--- src/rtl/eth_tx_fcs_sequencer.sv ---
// Ethernet TX frame sequencer: forwards frame content, appends the CRC-32 FCS and
// enforces an inter-frame gap. Optional zero padding to MIN_FRAME via `define ETH_TX_PAD_EN.
module eth_tx_fcs_sequencer #(
  parameter int unsigned IFG_CYCLES = 12,
  parameter int unsigned MIN_FRAME  = 60
) (
  input  logic       clk,
  input  logic       rstn,
  input  logic [7:0] s_data,
  input  logic       s_valid,
  input  logic       s_last,
  output logic       s_ready,
  output logic [7:0] m_data,
  output logic       m_valid,
  output logic       m_last,
  input  logic       m_ready,
  output logic       busy,
  output logic       frame_done
);

  typedef enum logic [2:0] {ST_IDLE, ST_DATA, ST_PAD, ST_FCS, ST_IFG} state_e;

  localparam logic [31:0] CRC_POLY   = 32'h04C1_1DB7;
  localparam logic [31:0] CRC_INIT   = 32'hFFFF_FFFF;
  localparam int unsigned IFG_W      = (IFG_CYCLES > 1) ? $clog2(IFG_CYCLES) : 1;
  localparam int unsigned IFG_LAST_I = (IFG_CYCLES == 0) ? 0 : IFG_CYCLES - 1;
  localparam logic [IFG_W-1:0] IFG_LAST = IFG_LAST_I[IFG_W-1:0];

  if (MIN_FRAME > 32'd65535) begin : g_bad_min_frame
    $error("MIN_FRAME exceeds the 16-bit byte counter range");
  end

  // One byte through the MSB-first CRC register, data bits taken LSB first.
  function automatic logic [31:0] crc_step(input logic [31:0] crc, input logic [7:0] data);
    logic [31:0] c;
    c = crc;
    for (int i = 0; i < 8; i++) begin
      c = {c[30:0], 1'b0} ^ ((c[31] ^ data[i]) ? CRC_POLY : 32'h0);
    end
    return c;
  endfunction

  function automatic logic [7:0] fcs_byte(input logic [31:0] crc, input logic [1:0] k);
    logic [31:0] r;
    for (int i = 0; i < 32; i++) begin
      r[i] = ~crc[31-i];
    end
    return r[{k, 3'b000} +: 8];
  endfunction

  state_e           state_q, state_d;
  logic [31:0]      crc_q, crc_d;
  logic [15:0]      byte_cnt_q, byte_cnt_d;
  logic [1:0]       fcs_idx_q, fcs_idx_d;
  logic [IFG_W-1:0] ifg_cnt_q, ifg_cnt_d;
  logic [7:0]       m_data_q, m_data_d;
  logic             m_valid_q, m_valid_d;
  logic             m_last_q, m_last_d;
  logic             frame_done_q, frame_done_d;

  logic        out_free;
  logic        s_fire;
  logic        m_fire;
  logic [15:0] cnt_inc;

  assign out_free = !m_valid_q || m_ready;
  assign s_ready  = rstn && ((state_q == ST_IDLE) || (state_q == ST_DATA)) && out_free;
  assign s_fire   = s_valid && s_ready;
  assign m_fire   = m_valid_q && m_ready;
  assign cnt_inc  = (byte_cnt_q == 16'hFFFF) ? byte_cnt_q : byte_cnt_q + 16'd1;

`ifdef ETH_TX_PAD_EN
  localparam logic [15:0] MIN_CNT = MIN_FRAME[15:0];
`endif

  // NOTE: every variable gets its hold value before the case so no path infers a latch.
  always_comb begin
    state_d      = state_q;
    crc_d        = crc_q;
    byte_cnt_d   = byte_cnt_q;
    fcs_idx_d    = fcs_idx_q;
    ifg_cnt_d    = ifg_cnt_q;
    m_data_d     = m_data_q;
    m_valid_d    = m_valid_q && !m_ready;
    m_last_d     = m_last_q;
    frame_done_d = 1'b0;

    unique case (state_q)
      // crc_q is already CRC_INIT and byte_cnt_q zero whenever the FSM sits in IDLE.
      ST_IDLE, ST_DATA: begin
        if (s_fire) begin
          m_data_d   = s_data;
          m_valid_d  = 1'b1;
          m_last_d   = 1'b0;
          crc_d      = crc_step(crc_q, s_data);
          byte_cnt_d = cnt_inc;
          if (s_last) begin
`ifdef ETH_TX_PAD_EN
            state_d = (cnt_inc < MIN_CNT) ? ST_PAD : ST_FCS;
`else
            state_d = ST_FCS;
`endif
          end else begin
            state_d = ST_DATA;
          end
        end
      end
`ifdef ETH_TX_PAD_EN
      ST_PAD: begin
        if (out_free) begin
          m_data_d   = 8'h00;
          m_valid_d  = 1'b1;
          m_last_d   = 1'b0;
          crc_d      = crc_step(crc_q, 8'h00);
          byte_cnt_d = cnt_inc;
          if (cnt_inc >= MIN_CNT) begin
            state_d = ST_FCS;
          end
        end
      end
`endif
      ST_FCS: begin
        if (m_fire && m_last_q) begin
          m_last_d     = 1'b0;
          frame_done_d = 1'b1;
          crc_d        = CRC_INIT;
          byte_cnt_d   = 16'd0;
          ifg_cnt_d    = '0;
          state_d      = (IFG_CYCLES == 0) ? ST_IDLE : ST_IFG;
        end else if (out_free && !m_last_q) begin
          // fcs_idx wraps back to 0 after byte 3, ready for the next frame.
          m_data_d  = fcs_byte(crc_q, fcs_idx_q);
          m_valid_d = 1'b1;
          m_last_d  = (fcs_idx_q == 2'd3);
          fcs_idx_d = fcs_idx_q + 2'd1;
        end
      end
      ST_IFG: begin
        if (ifg_cnt_q == IFG_LAST) begin
          state_d = ST_IDLE;
        end else begin
          ifg_cnt_d = ifg_cnt_q + IFG_W'(1);
        end
      end
      default: state_d = ST_IDLE;
    endcase
  end

  // NOTE: state registers use non-blocking assignments so all flops update together.
  always_ff @(posedge clk) begin
    if (!rstn) begin
      state_q      <= ST_IDLE;
      crc_q        <= CRC_INIT;
      byte_cnt_q   <= 16'd0;
      fcs_idx_q    <= 2'd0;
      ifg_cnt_q    <= '0;
      m_data_q     <= 8'h00;
      m_valid_q    <= 1'b0;
      m_last_q     <= 1'b0;
      frame_done_q <= 1'b0;
    end else begin
      state_q      <= state_d;
      crc_q        <= crc_d;
      byte_cnt_q   <= byte_cnt_d;
      fcs_idx_q    <= fcs_idx_d;
      ifg_cnt_q    <= ifg_cnt_d;
      m_data_q     <= m_data_d;
      m_valid_q    <= m_valid_d;
      m_last_q     <= m_last_d;
      frame_done_q <= frame_done_d;
    end
  end

  assign m_data     = m_data_q;
  assign m_valid    = m_valid_q;
  assign m_last     = m_last_q;
  assign busy       = (state_q != ST_IDLE);
  assign frame_done = frame_done_q;

endmodule

--- config.mk ---
export PLATFORM = sky130hd
export DESIGN_NAME = eth_tx_fcs_sequencer
export DESIGN_NICKNAME = d
export VERILOG_FILES = /design/src/rtl/eth_tx_fcs_sequencer.sv
export SDC_FILE = /design/constraint.sdc
export NUM_CORES = 1
export LEC_CHECK = 0
export BUFFER_PORTS_ARGS = -buffer_cell sky130_fd_sc_hd__buf_2
export CAP_MARGIN = 20
export CORE_MARGIN = 4
export CORE_UTILIZATION = 40
export DETAILED_ROUTE_END_ITERATION = 6
export HOLD_SLACK_MARGIN = 0.06
export PLACE_DENSITY = 0.61
export SLEW_MARGIN = 20
export SYNTH_ARGS = -nofsm -noshare
export SYNTH_HDL_FRONTEND = slang
export SYNTH_SLANG_ARGS = --single-unit
--- constraint.sdc ---
create_clock -name clk -period 2 [get_ports clk]
set_clock_uncertainty 0.15 [all_clocks]
set_input_delay 0.4 -clock clk [delete_from_list [all_inputs] [get_ports clk]]
set_output_delay 0.4 -clock clk [all_outputs]
set_load 0.01 [all_outputs]
### Yosys cells after proc, flatten, opt, wreduce, memory -nomap -nowiden

Index checks and enable logic that the tools add are counted.

| operators by class | value |
|---|---|
| eq/ne operators | 12 |
| reduce and logical (&&, ||, !) cells | 24 |
| mux-type cells | 32 |
| bitwise operators | 49 |
| $add $sub $neg | 2 |
| shifts and indexed selects | 1 |

Operators with widths:

| kind | count |
|---|---|
| $xor A32 B27 Y32 | 8 |
| $mux W27 | 8 |
| $mux W32 | 2 |
| $pmux W32 S2 | 1 |
| $not A1 Y1 | 33 |
| $shiftx A32 B6 Y8 | 1 |
| $mux W8 | 3 |
| $pmux W8 S2 | 1 |
| $reduce_and A3 Y1 | 5 |
| $ne A2 B2 Y1 const B | 6 |
| $mux W3 | 3 |
| $pmux W3 S3 | 1 |
| $mux W4 | 2 |
| $pmux W4 S2 | 1 |
| $xor A1 B1 Y1 | 8 |
| $logic_and A1 B1 Y1 | 7 |
| $mux W1 | 7 |
| $add A4 B1 Y4 const B | 1 |
| $eq A4 B4 Y1 const B | 1 |
| $pmux W1 S2 | 2 |
| $reduce_and A4 Y1 | 1 |
| $reduce_bool A2 Y1 | 2 |
| $eq A3 B1 Y1 const B | 1 |
| $eq A3 B2 Y1 const B | 1 |
| 11 further kinds | 14 |

| storage, ports and cells | value |
|---|---|
| bits in registers | 52 |
| output and inout port bits | 13 |

### Depth between registers and ports, before layout

| depth | value |
|---|---|
| depth in word-level cells | 26 |
| gate-level depth with buffers | 7 |
| gate-level depth less buffers | 6 |

### Least setup slack after synthesis

No wires, ideal clock.

| timing path | value |
|---|---|
| kind | input port to flip-flop |
| from | input port s_data[7] |
| to | register crc_q[10] |
| library setup time | 0.129 ns |
| buffers on the path | 0 |
| arrival time | 1.737 ns |
| setup slack | -0.016 ns |
| stages on the path | 5 |
| data required time | 1.721 ns |
| cell sequence | xnor2_2 > xor2_4 > xnor3_1 > xor2_1 > a2bb2oi_2 |

| between the ends | value |
|---|---|
| cells in the longest elaborated chain, start to end | 5 |

Ends and longest elaborated chain:

| what | RTL line | RTL |
|---|---|---|
| start, declared | 9 | `input logic [7:0] s_data,` |
| $xor A1 B1 Y1 | 38 | `c = {c[30:0], 1'b0} ^ ((c[31] ^ data[i]) ? CRC_POLY : 32'h0);` |
| $mux W27 | 38 |  |
| $xor A32 B27 Y32 | 38 |  |
| $mux W32 | 91 | `if (s_fire) begin` |
| $pmux W32 S2 | 88 | `unique case (state_q)` |
| end signal, assigned | 163 | `crc_q <= crc_d;` |
| end, declared | 52 | `logic [31:0] crc_q, crc_d;` |

Every way passes these cells. The select of a mux whose other input is x is not followed.
A chain may end at the register's enable or synchronous reset.

### Worst setup path after layout

| timing path | value |
|---|---|
| from | register crc_q[25] |
| to | register crc_q[2] |

| between the ends | value |
|---|---|
| cells in the longest elaborated chain, start to end | 12 |

Ends and longest elaborated chain:

| what | RTL line |
|---|---|
| $xor A32 B27 Y32 (6 in series) | 38 |
| $xor A1 B1 Y1 | 38 |
| $mux W27 | 38 |
| $xor A32 B27 Y32 (2 in series) | 38 |
| $mux W32 | 91 |
| $pmux W32 S2 | 88 |

Every way passes these cells. The select of a mux whose other input is x is not followed.

==> results.ini <==
[outcome]
status=complete, no violations

[floorplan]
die_h_um=92.7
die_x_um=92.7
coreArea_mm2=0.00687
dieArea_mm2=0.00858
num_rows=30
start_util_pct=41.7
pin_count=26

[grt]
grt_pass1_vias=2105
grt_usage_pct=16.3
grt-ovfl-total=0
antenna_found_initial=0
grt_max_degree=22
grt_pass1_wl_mm=10.8

[timing]
drv_slew=0
rsz0062_at_grt=false
maxSlewHeadroom_pct=63.8
hold_viol_final=0
setup_viol=0
hold_ws_ns=0.183
fmax_ghz=0.533
period_needed_ns=1.88
tightest_slew_ns=0.539
timing.final.crit_share_pct=93.8

[clock_tree]
numCtsBuffers=5
root_buffer=clkbuf_8
ctsHoldBuffers=0
clkSinkCount=52
tritoncts=yes
clk_latency_ns=0.31
cts_max_path_buffers=2
post_cts_buffers=0
htreeDepth=2
clk_pin_slew_worst_paths_ns=0.10
post_cts_resized=0

[critical_path]
critPathArrivalTime_ns=1.91
endpoint_kind=flip-flop
r2r_start=crc_q[25]$_SDFFE_PN1P_
r2r-end=crc_q[2]$_SDFFE_PN1P_
worst-path-max-fanout=5
worstRegToRegCells=5
crit_type=flip-flop to flip-flop
cp-start-kind=flip-flop
ff2ff_setup_slack_ns=0.12
worst_ep_required_time_ns=2.04

[detailed_routing]
wl_mm=6.66
detail_route.wl_per_cell_um=15.6
drt_first_pass_iters=4
route.vias.total=2154
via_per_inst=5.06
drc=0
drt_iter0_drc=127
ant_nets=0

[power]
p_leak_nw=1.27
p_total_w=0.00461
peakVddDrop_uv=682
power_density_mw_per_mm2=1360

[yosys]
synth_seq_cells=52
synth.top_cell.area_share_pct=36.3
syn_avg_cell_area_um2=10.1
ys_top_cells_by_area=dfxtp_1, xnor2_1, mux4_2
synth_nets=298
synth_top_area_cell=dfxtp_1
synth-edff-count=0
synth_cells=283
synthesis.area_mm2=0.00287
yosys_warnings=0
seq_area_frac_synth_pct=36.3
async_flop_share_pct=0
synth.distinct_cells=38
synthFlopType=dfxtp_1

[placement]
placed_cell_area_mm2=0.00329
gp_congestion=0.832
numPortBuffers=25
place_hpwl_mm=4.95

[hold_path]
holdPathStages=3
hold_class=input port to flip-flop
worstHoldEndpoint=state_q[1]$_SDFFE_PN0P_
hp-start=s_last

[final_layout]
fill_cells=669
antenna_cells=0
fin_util_pct=49.2
stdcell_area_mm2=0.00338
drive_above_1_share_pct=25.2
fin_nets=344
syn2layout_area_growth_pct=18.0

[job]
cap_violations=0

## through the flow
step	TNS, ns	cells	setup WS, ns
final	0	426	0.125
after global routing	0	426	0.0316
after CTS	0	426	0.126
after detailed placement	-0.0291	418	-0.0221
after global placement	0	418	0.0133
after floorplan	0	283	0.0195
## power breakdown
part           leakage [nW]  switching (W)  internal (W)
Sequential            0.426       0.000221       0.00125
Combinational         0.795        0.00112       0.00142
Clock                0.0479       0.000348      0.000245
## cell type report
| cell class | instances | area [um^2] | area share [%] |
|---|---|---|---|
| Timing Repair Buffer | 54 | 355 | 10.5 |
| Clock inverter | 3 | 18.8 | 0.555 |
| Clock buffer | 5 | 68.8 | 2.03 |
| Multi-Input combinational cell | 216 | 1780 | 52.6 |
| Tap cell | 96 | 120 | 3.55 |
| Sequential cell | 52 | 1040 | 30.8 |
## critical path, cell delays in order, from the launching register on
cell and delay [ns]:
dfxtp_1 0.36, xnor2_2 0.32, xnor2_1 0.18, xnor2_1 0.47, xor2_1 0.19, a2bb2oi_1 0.08
## cell usage after synthesis, types with 2 or more instances
cell type / number
a21boi_0: 9
a21oi_1: 4
a2bb2oi_1: 12
and2_1: 3
buf_2: 2
clkbuf_1: 13
dfxtp_1: 52
ha_1: 2
mux4_2: 7
nand2_1: 32
nand2b_1: 2
nand3_1: 2
nand3b_1: 3
nor2_1: 12
nor2b_1: 2
nor3_1: 7
nor3b_1: 2
o211ai_1: 9
o21ai_0: 9
o22a_1: 4
o22ai_1: 10
xnor2_1: 51
xnor2_2: 9
xor2_1: 11
## sequential cells by signal, indices dropped and copies added, names as in the netlist
register and count:
crc_q 32, m_data 8, ifg_cnt_q 4, state_q 3
fcs_idx_q 2, frame_done 1, m_last 1, m_valid 1
## metal layers
| metal | vias up | wire, um | track usage [%] |
|---|---|---|---|
| met5 | - | 0 | 0 |
| met4 | 0 | 91 | 4.88 |
| met3 | 7 | 223 | 3.09 |
| met2 | 35 | 3070 | 25.9 |
| met1 | 1027 | 3280 | 22.6 |
| li1 | 1085 | - | - |
## worst max-delay path by stage
stage | from | end | slack (ns)
2_1_floorplan | m_ready | crc_q[2]$_SDFFE_PN1P_ | 0.02
3_3_place_gp | s_data[1] | crc_q[16]$_SDFFE_PN1P_ | 0.01
3_5_place_dp | s_data[6] | crc_q[2]$_SDFFE_PN1P_ | -0.02
4_1_cts | crc_q[30]$_SDFFE_PN1P_ | crc_q[10]$_SDFFE_PN1P_ | 0.13
5_1_grt | crc_q[30]$_SDFFE_PN1P_ | crc_q[4]$_SDFFE_PN1P_ | 0.03
6_report | crc_q[25]$_SDFFE_PN1P_ | crc_q[2]$_SDFFE_PN1P_ | 0.12
## cells by family after synthesis
kind of cell	count (synthesis)	synth area share, %
multiplexers	9	6.77
flip-flops	52	36.3
XOR/XNOR	75	27.3
adder cells (fa/ha/maj)	2	0.873
AO/OA/AOI/OAI	61	15.5
buffers and inverters	15	2.05
AND/OR/NAND/NOR	69	11.1
## layout by cell type (no fill, tap or decap), types with 3 or more instances in the layout
cell type and instances:
buf_4 28, xnor2_2 8, nor2_1 12, o22a_1 4, mux4_2 7, o211ai_1 9
o22ai_1 10, and2_1 3, a21boi_0 9, nand2_1 32, o21ai_0 9, xor2_1 11
xnor2_1 51, nor3_1 7, a21oi_1 4, a2bb2oi_1 12, clkbuf_8 5, nand3b_1 3
dfxtp_1 52, buf_2 25
No activity file was read; power rests on OpenSTA's default activity.
